**src/rtl/fpga_cfg_pkg.sv**
```systemverilog
// fpga_cfg_pkg: shared sizes, state encodings and index types for the fabric config loader.
// Build option: FPGA_CFG_CHECKSUM_EN appends a trailing XOR checksum word to the stream.
package fpga_cfg_pkg;

  localparam int unsigned NUM_LUTS  = 8;
  localparam int unsigned NUM_SB    = 7;
  localparam int unsigned WORD_W    = 32;
  localparam int unsigned CFG_WORDS = NUM_LUTS + NUM_SB + 1;
  localparam int unsigned MODE_WORD = 15;
  localparam int unsigned NUM_TGT   = NUM_LUTS + NUM_SB;
  localparam int unsigned ADDR_W    = 4;
  localparam int unsigned IDX_W     = 5;
  localparam int unsigned STATE_W   = 3;

`ifdef FPGA_CFG_CHECKSUM_EN
  localparam int unsigned STREAM_WORDS = CFG_WORDS + 1;
`else
  localparam int unsigned STREAM_WORDS = CFG_WORDS;
`endif

  // Commit index (0..14) doubles as the shadow read address.
  typedef logic [ADDR_W-1:0] cidx_t;
  // Stream word index; one extra bit so the checksum word position fits.
  typedef logic [IDX_W-1:0]  widx_t;
  typedef logic [WORD_W-1:0] word_t;

  localparam logic [STATE_W-1:0] ST_IDLE   = 3'd0;
  localparam logic [STATE_W-1:0] ST_LOAD   = 3'd1;
  localparam logic [STATE_W-1:0] ST_COMMIT = 3'd2;
  localparam logic [STATE_W-1:0] ST_DONE   = 3'd3;
  localparam logic [STATE_W-1:0] ST_ERROR  = 3'd4;

  localparam widx_t LAST_IDX = widx_t'(STREAM_WORDS - 1);
  localparam cidx_t LAST_K   = cidx_t'(NUM_TGT - 1);

  // LUT k takes its mode bit from the MSB end of the mode word.
  function automatic logic [4:0] mode_bit(input cidx_t k);
    return 5'(WORD_W - 1) - 5'(k);
  endfunction

endpackage

```
**src/rtl/fpga_cfg_shadow.sv**
```systemverilog
// fpga_cfg_shadow: CFG_WORDS x WORD_W shadow store, one write port, commit and mode-word read ports.
module fpga_cfg_shadow
  import fpga_cfg_pkg::*;
(
  input  logic              clk_i,
  input  logic              rst_i,
  input  logic              we_i,
  input  logic [ADDR_W-1:0] waddr_i,
  input  logic [WORD_W-1:0] wdata_i,
  input  logic [ADDR_W-1:0] raddr_i,
  output logic [WORD_W-1:0] rd_data_c_o,
  output logic [WORD_W-1:0] mode_word_c_o
);

  word_t mem_q [CFG_WORDS];

  // Capture accepted stream words; reset clears the whole store.
  always_ff @(posedge clk_i or posedge rst_i) begin
    if (rst_i) begin
      for (int i = 0; i < int'(CFG_WORDS); i++) begin
        mem_q[i] <= '0;
      end
    end else if (we_i) begin
      mem_q[waddr_i] <= wdata_i;
    end
  end

  assign rd_data_c_o   = mem_q[raddr_i];
  assign mode_word_c_o = mem_q[MODE_WORD];

endmodule

```
**src/rtl/fpga_cfg_loader.sv**
```systemverilog
// fpga_cfg_loader: buffers a valid/ready config stream, then commits it to LUTs and switch
// boxes with one-hot strobes before enabling the fabric.
// Build option: FPGA_CFG_CHECKSUM_EN adds a trailing XOR checksum word and the ERROR state.
module fpga_cfg_loader
  import fpga_cfg_pkg::*;
(
  input  logic                clk_i,
  input  logic                rst_i,
  input  logic                start_i,
  input  logic                word_valid_i,
  input  logic [WORD_W-1:0]   word_data_i,
  output logic                word_ready_o,
  output logic [NUM_LUTS-1:0] lut_we_o,
  output logic [WORD_W:0]     lut_data_o,
  output logic [NUM_SB-1:0]   sb_we_o,
  output logic [WORD_W-1:0]   sb_data_o,
  output logic                fabric_en_o,
  output logic                busy_o,
  output logic                done_o,
  output logic                error_o
);

  logic [STATE_W-1:0]  state_q, state_d;
  widx_t               idx_q, idx_d;
  cidx_t               k_q, k_d;
  logic                last_q, last_d;
  logic [NUM_LUTS-1:0] lut_we_q, lut_we_d;
  logic [WORD_W:0]     lut_data_q, lut_data_d;
  logic [NUM_SB-1:0]   sb_we_q, sb_we_d;
  logic [WORD_W-1:0]   sb_data_q, sb_data_d;
  logic                word_ready_q, busy_q, done_q;
  logic                shadow_we_c;
  word_t               rd_data_c, mode_word_c;
`ifdef FPGA_CFG_CHECKSUM_EN
  word_t               csum_q, csum_d;
  logic                error_q;
`endif

  fpga_cfg_shadow u_shadow (
    .clk_i         (clk_i),
    .rst_i         (rst_i),
    .we_i          (shadow_we_c),
    .waddr_i       (cidx_t'(idx_q)),
    .wdata_i       (word_data_i),
    .raddr_i       (k_q),
    .rd_data_c_o   (rd_data_c),
    .mode_word_c_o (mode_word_c)
  );

  // Next-state, index and strobe decode.
  always_comb begin
    state_d     = state_q;
    idx_d       = idx_q;
    k_d         = k_q;
    last_d      = last_q;
    lut_we_d    = '0;
    sb_we_d     = '0;
    lut_data_d  = lut_data_q;
    sb_data_d   = sb_data_q;
    shadow_we_c = 1'b0;
`ifdef FPGA_CFG_CHECKSUM_EN
    csum_d      = csum_q;
`endif
    case (state_q)
      ST_IDLE, ST_DONE, ST_ERROR: begin
        if (start_i) begin
          state_d = ST_LOAD;
          idx_d   = '0;
          k_d     = '0;
          last_d  = 1'b0;
`ifdef FPGA_CFG_CHECKSUM_EN
          csum_d  = '0;
`endif
        end
      end
      ST_LOAD: begin
        if (word_valid_i && word_ready_q) begin
`ifdef FPGA_CFG_CHECKSUM_EN
          if (idx_q == LAST_IDX) begin
            state_d = (word_data_i == csum_q) ? ST_COMMIT : ST_ERROR;
          end else begin
            shadow_we_c = 1'b1;
            csum_d      = csum_q ^ word_data_i;
            idx_d       = idx_q + 1'b1;
          end
`else
          shadow_we_c = 1'b1;
          if (idx_q == LAST_IDX) begin
            state_d = ST_COMMIT;
          end else begin
            idx_d = idx_q + 1'b1;
          end
`endif
        end
      end
      ST_COMMIT: begin
        if (last_q) begin
          state_d = ST_DONE;
        end else begin
          if (k_q < cidx_t'(NUM_LUTS)) begin
            lut_we_d[3'(k_q)] = 1'b1;
            lut_data_d        = {mode_word_c[mode_bit(k_q)], rd_data_c};
          end else begin
            sb_we_d[3'(k_q - cidx_t'(NUM_LUTS))] = 1'b1;
            sb_data_d                            = rd_data_c;
          end
          if (k_q == LAST_K) begin
            last_d = 1'b1;
          end else begin
            k_d = k_q + 1'b1;
          end
        end
      end
      default: state_d = ST_IDLE;
    endcase
  end

  // State, indices and registered outputs; status flags follow the next state.
  always_ff @(posedge clk_i or posedge rst_i) begin
    if (rst_i) begin
      state_q      <= ST_IDLE;
      idx_q        <= '0;
      k_q          <= '0;
      last_q       <= 1'b0;
      lut_we_q     <= '0;
      lut_data_q   <= '0;
      sb_we_q      <= '0;
      sb_data_q    <= '0;
      word_ready_q <= 1'b0;
      busy_q       <= 1'b0;
      done_q       <= 1'b0;
`ifdef FPGA_CFG_CHECKSUM_EN
      csum_q       <= '0;
      error_q      <= 1'b0;
`endif
    end else begin
      state_q      <= state_d;
      idx_q        <= idx_d;
      k_q          <= k_d;
      last_q       <= last_d;
      lut_we_q     <= lut_we_d;
      lut_data_q   <= lut_data_d;
      sb_we_q      <= sb_we_d;
      sb_data_q    <= sb_data_d;
      word_ready_q <= (state_d == ST_LOAD);
      busy_q       <= (state_d == ST_LOAD) || (state_d == ST_COMMIT);
      done_q       <= (state_d == ST_DONE);
`ifdef FPGA_CFG_CHECKSUM_EN
      csum_q       <= csum_d;
      error_q      <= (state_d == ST_ERROR);
`endif
    end
  end

  assign word_ready_o = word_ready_q;
  assign lut_we_o     = lut_we_q;
  assign lut_data_o   = lut_data_q;
  assign sb_we_o      = sb_we_q;
  assign sb_data_o    = sb_data_q;
  // The fabric runs exactly while the loader sits in DONE.
  assign fabric_en_o  = done_q;
  assign busy_o       = busy_q;
  assign done_o       = done_q;
`ifdef FPGA_CFG_CHECKSUM_EN
  assign error_o      = error_q;
`else
  assign error_o      = 1'b0;
`endif

endmodule

```
**config.mk**
```make
export PLATFORM = sky130hd
export DESIGN_NAME = fpga_cfg_loader
export DESIGN_NICKNAME = d
export VERILOG_FILES = /design/src/rtl/fpga_cfg_pkg.sv /design/src/rtl/fpga_cfg_shadow.sv /design/src/rtl/fpga_cfg_loader.sv
export SDC_FILE = /design/constraint.sdc
export NUM_CORES = 1
export LEC_CHECK = 0
export ABC_CLOCK_PERIOD_IN_PS = 19200
export BUFFER_PORTS_ARGS = -buffer_cell sky130_fd_sc_hd__clkbuf_2
export CORE_MARGIN = 2
export CORE_UTILIZATION = 55
export CTS_CLUSTER_SIZE = 20
export DETAILED_ROUTE_END_ITERATION = 10
export GPL_TIMING_DRIVEN = 0
export HOLD_SLACK_MARGIN = 0.08
export PLACE_DENSITY = 0.75
export SLEW_MARGIN = 30
export SYNTH_ARGS = -nofsm -noshare
export SYNTH_HDL_FRONTEND = slang
export SYNTH_HIERARCHICAL = 1
export SYNTH_SLANG_ARGS = --single-unit
```
**constraint.sdc**
```tcl
create_clock -name clk_i -period 19.2 [get_ports clk_i]
set_input_delay 3.84 -clock clk_i [delete_from_list [all_inputs] [get_ports clk_i]]
set_output_delay 3.84 -clock clk_i [all_outputs]
set_load 0.01 [all_outputs]
```
### Word-level counts from Yosys, hierarchy flattened

Index checks and enable logic that the tools add are counted.

* bits in registers: 608
* output and inout bits: 85

* bitwise operators: 4
* mux-type cells: 37
* $lt $le $gt $ge: 9
* reductions and logical operators: 14
* eq/ne operators: 14
* $add $sub $neg: 4

Operator list (count)
* $bwmux W512: 1
* $bmux W32 S4: 1
* $demux W32 S4: 1
* $mux W32: 3
* $mux W8: 3
* $mux W7: 3
* $mux W5: 3
* $eq A3 B2 Y1 const B: 4
* $mux W3: 4
* $mux W4: 3
* $ge A5 B5 Y1 const B: 2
* $ne A2 B2 Y1 const B: 5
* $not A4 Y5: 2
* $pmux W5 S2: 1
* $pmux W3 S3: 1
* $lt A3 B4 Y1 const B: 2
* $mux W1: 8
* $pmux W4 S2: 1
* $reduce_and A4 Y1: 2
* $demux W1 S3: 2
* $eq A3 B1 Y1 const B: 2
* $ge A3 B1 Y1 const B: 2
* $lt A5 B6 Y1 const B: 1
* $reduce_and A3 Y1: 2
* other kinds (18): 23

### Logic depth before layout (Yosys ltp)

* depth in word-level cells: 8
* mapped depth: 8

### Modules after synthesis

Netlist, hierarchy kept.

Modules (own cells, without submodules)
* fpga_cfg_shadow: cells each 1442, instances 1, area each 23186.0 um2
* fpga_cfg_loader: cells each 342, instances 1, area each 3971.3 um2

### Worst setup path before layout

No wires, ideal clock.

* path type: input -> register
* start: input word_valid_i
* end: register u_shadow/mem_q[416] in the netlist's numbering
* slack: 13690 ps
* data required time: 19075 ps
* arrival time: 5385 ps
* stages on the path: 7
* path through: nand2_1 nor2_1 nand2_2 or4_1 buf_2 buf_6 mux2_4

* cells in the longest elaborated chain, start to end: 3

Ends and longest elaborated chain
* start, declared: RTL line fpga_cfg_loader.sv:10 `input logic word_valid_i,`
* $logic_and A1 B1 Y1: RTL line fpga_cfg_loader.sv:77 `if (word_valid_i && word_ready_q) begin`
* $mux W1: RTL line fpga_cfg_loader.sv:77
* $mux W1: RTL line fpga_cfg_loader.sv:64 `case (state_q)`
* net shadow_we_c: RTL line fpga_cfg_loader.sv:32 `logic shadow_we_c;`
* end signal, assigned by index: RTL line fpga_cfg_shadow.sv:24 `mem_q[waddr_i] <= wdata_i;`
* end, declared: RTL line fpga_cfg_shadow.sv:15 `word_t mem_q [CFG_WORDS];`

The timed path passes the listed nets, and every way through them passes these cells.
A chain may end at the register's enable or synchronous reset.

### Worst setup path in the final report

* start: input word_valid_i
* end: register u_shadow/mem_q[155] in the netlist's numbering

The elaborated chain is that of the path after synthesis.

==> impl_metrics.tcl <==
set metrics [dict create \
    outcome "complete, no violations" \
    cp-end-kind "flop" \
    route.detailed.drc 0 \
    drtIter0Drc 1251 \
    die_area_sq_um 50800 \
    synthCells 1760 \
    tns_ps 0 \
    nNetsFinal 1989 \
    tightest_slew_ps 1080 \
    gp_congestion 0.838 \
    routed_wl_mm 67.8 \
    first_global_vias 16800 \
    syn_avg_cell_area_sq_um 15.3 \
    clock_tree.root_cell "clkbuf_16" \
    maxCapViolCount 0 \
    core-area_sq_um 48600 \
    die_h_microns 225 \
    worstSetupStartpointType "input port" \
    worstPathCellList "clkbuf_2 -> nand2_1 -> nor2_1 -> nand3_1 -> nor2_1 -> buf_2 -> mux2_2" \
    grt_pass1_wl_mm 102 \
    power_density_nw_per_um2 163 \
    maxSlewHeadroom 0.283 \
    core.rowCount 81 \
    fill_cells 3551 \
    grt_start_max_net_pins 82 \
    mappedNetlistNets 1801 \
    place_hpwl_mm 44.6 \
    irDropWorstVdd_v 0.0000922 \
    arrival_ps 6190 \
    synth.cell_area_sq_um 27000 \
    p_leak_nw 14.1 \
    path_class "in -> reg" \
    antenna_found_initial 3 \
    via_count 16100 \
    hp-class "reg -> reg" \
    firstDrtPassIters 5 \
    hold_violations 0 \
    clk_latency_ps 630 \
    grt_setup_unrepaired "false" \
    drv_slew 0 \
    cts.htree.levels 2 \
    cts_sinks 608 \
    ys_warn_count 6 \
    dpl_cell_area_sq_um 28600 \
    vias_per_cell 6.14 \
    critPathRequiredTime_ps 19710 \
    critical-path-max-stage-delay_ps 550 \
    p_total_mw 4.98 \
    wire_per_inst_microns 25.9 \
    area_growth_syn_to_layout_pct 13.3 \
    ioPinCount 121 \
    cts_tree "yes" \
    finalCriticalPeriod_ps 5680 \
    setup_viol 0 \
    finalCritPeriodShare 0.296 \
    numCtsBuffers 60 \
    postRouteAntennaNets 0 \
    die_w_microns 225 \
    fin_area_sq_um 30600 \
    clk_path_buf_depth 3 \
    overflow 0 \
    path_common_cell "nor2_1" \
    grt_usage 0.273 \
    layout-drive-gt1-share 0.485 \
    start_util 0.555 \
    cts_resized 0 \
    slowest_stage "nor2_1" \
    clkTransAtPathRegs_ps 60 \
    fin_skew_ps 25.4 \
    postCtsSetupRepairBufs 0 \
    cp_max_fo 10 \
    fmax_mhz 176 \
    holdBufCountCts 0 \
    portBuffers 119 \
]
==> cell type report <==
cell class | instances | area [sq um] | share of cell area
Sequential cell | 608 | 15200 | 0.498
Timing Repair Buffer | 126 | 788 | 0.0258
Clock buffer | 95 | 1800 | 0.0590
Clock inverter | 14 | 188 | 0.00614
Tap cell | 622 | 778 | 0.0255
Multi-Input combinational cell | 989 | 11000 | 0.359
Inverter | 8 | 42.5 | 0.00139
Buffer | 155 | 757 | 0.0248
Antenna cell | 1 | 2.50 | 0.0000819
==> layout by cell type, fill, tap and decap left out, drive strengths merged, types with 2 or more instances in the layout <==
cell type  count
and3           3
a32o           2
inv            9
o2bb2ai        2
nand2        143
nor3b          3
o21a           2
or3            2
mux2i          5
o21ai          6
nand2b         9
a22oi         64
nor2b          4
buf           96
mux4         128
a21oi          2
nand3         14
nor3          13
nand3b         4
nor2          17
nor4           2
mux2         545
nor4b          2
clkinv         8
clkbuf       280
ha             5
and2           3
dfrtp        608
bufinv         4
==> sequential cells by signal (all words and copies together) (netlist names) <==
name,count
u_shadow/mem_q,480
lut_data_o,33
sb_data_o,32
u_shadow/mode_word_c_o,32
lut_we_o,8
sb_we_o,7
idx_q,5
k_q,4
state_q,3
busy_o,1
done_o,1
last_q,1
word_ready_o,1
==> per-stage QoR <==
step	hold slack [ps]	util	std cells	worst slack, ps
4_1_cts	479	0.628	2617	13600
3_3_place_gp	458	0.583	2501	-3370
6_report	475	0.628	2618	13520
2_1_floorplan	452	-	1760	1060
5_1_grt	495	0.628	2618	13430
3_5_place_dp	461	0.587	2508	12910
==> critical path: cells and delay by family <==
family                 cells  cell delay [ps]
and+or+nand+nor            4             1380
buffers and inverters      2              570
muxes                      1              390
==> worst paths after layout <==
path	slack (ps)	endpoint	cells past startpoint	startpoint
setup / recovery	13520	u_shadow/mem_q[155]	7	word_valid_i
min in group asynchronous	3250	lut_data_o[18]	2	rst_i
hold / removal	480	lut_data_o[16]	2	lut_data_o[16]
hold reg to reg	480	lut_data_o[16]	2	lut_data_o[16]
max in group asynchronous	14760	u_shadow/mem_q[288]	4	rst_i
setup reg to reg	15870	sb_data_o[16]	6	k_q[1]
==> layer usage <==
metal | track usage | share of wire | wire length [microns]
met3 | 0.0619 | 0.071 | 4780
met1 | 0.372 | 0.42 | 28600
met5 | 0 | 0.00015 | 10
met4 | 0.0953 | 0.035 | 2360
met2 | 0.436 | 0.47 | 32000
==> report_power, final <==
group          internal, mW  switching [mW]  total, mW  leakage (nW)
clock                 0.693           0.490       1.18         0.978
sequential             1.78           0.265       2.05          7.76
combinational         0.929           0.819       1.75          5.38
Power figures use the tool's default switching activity.
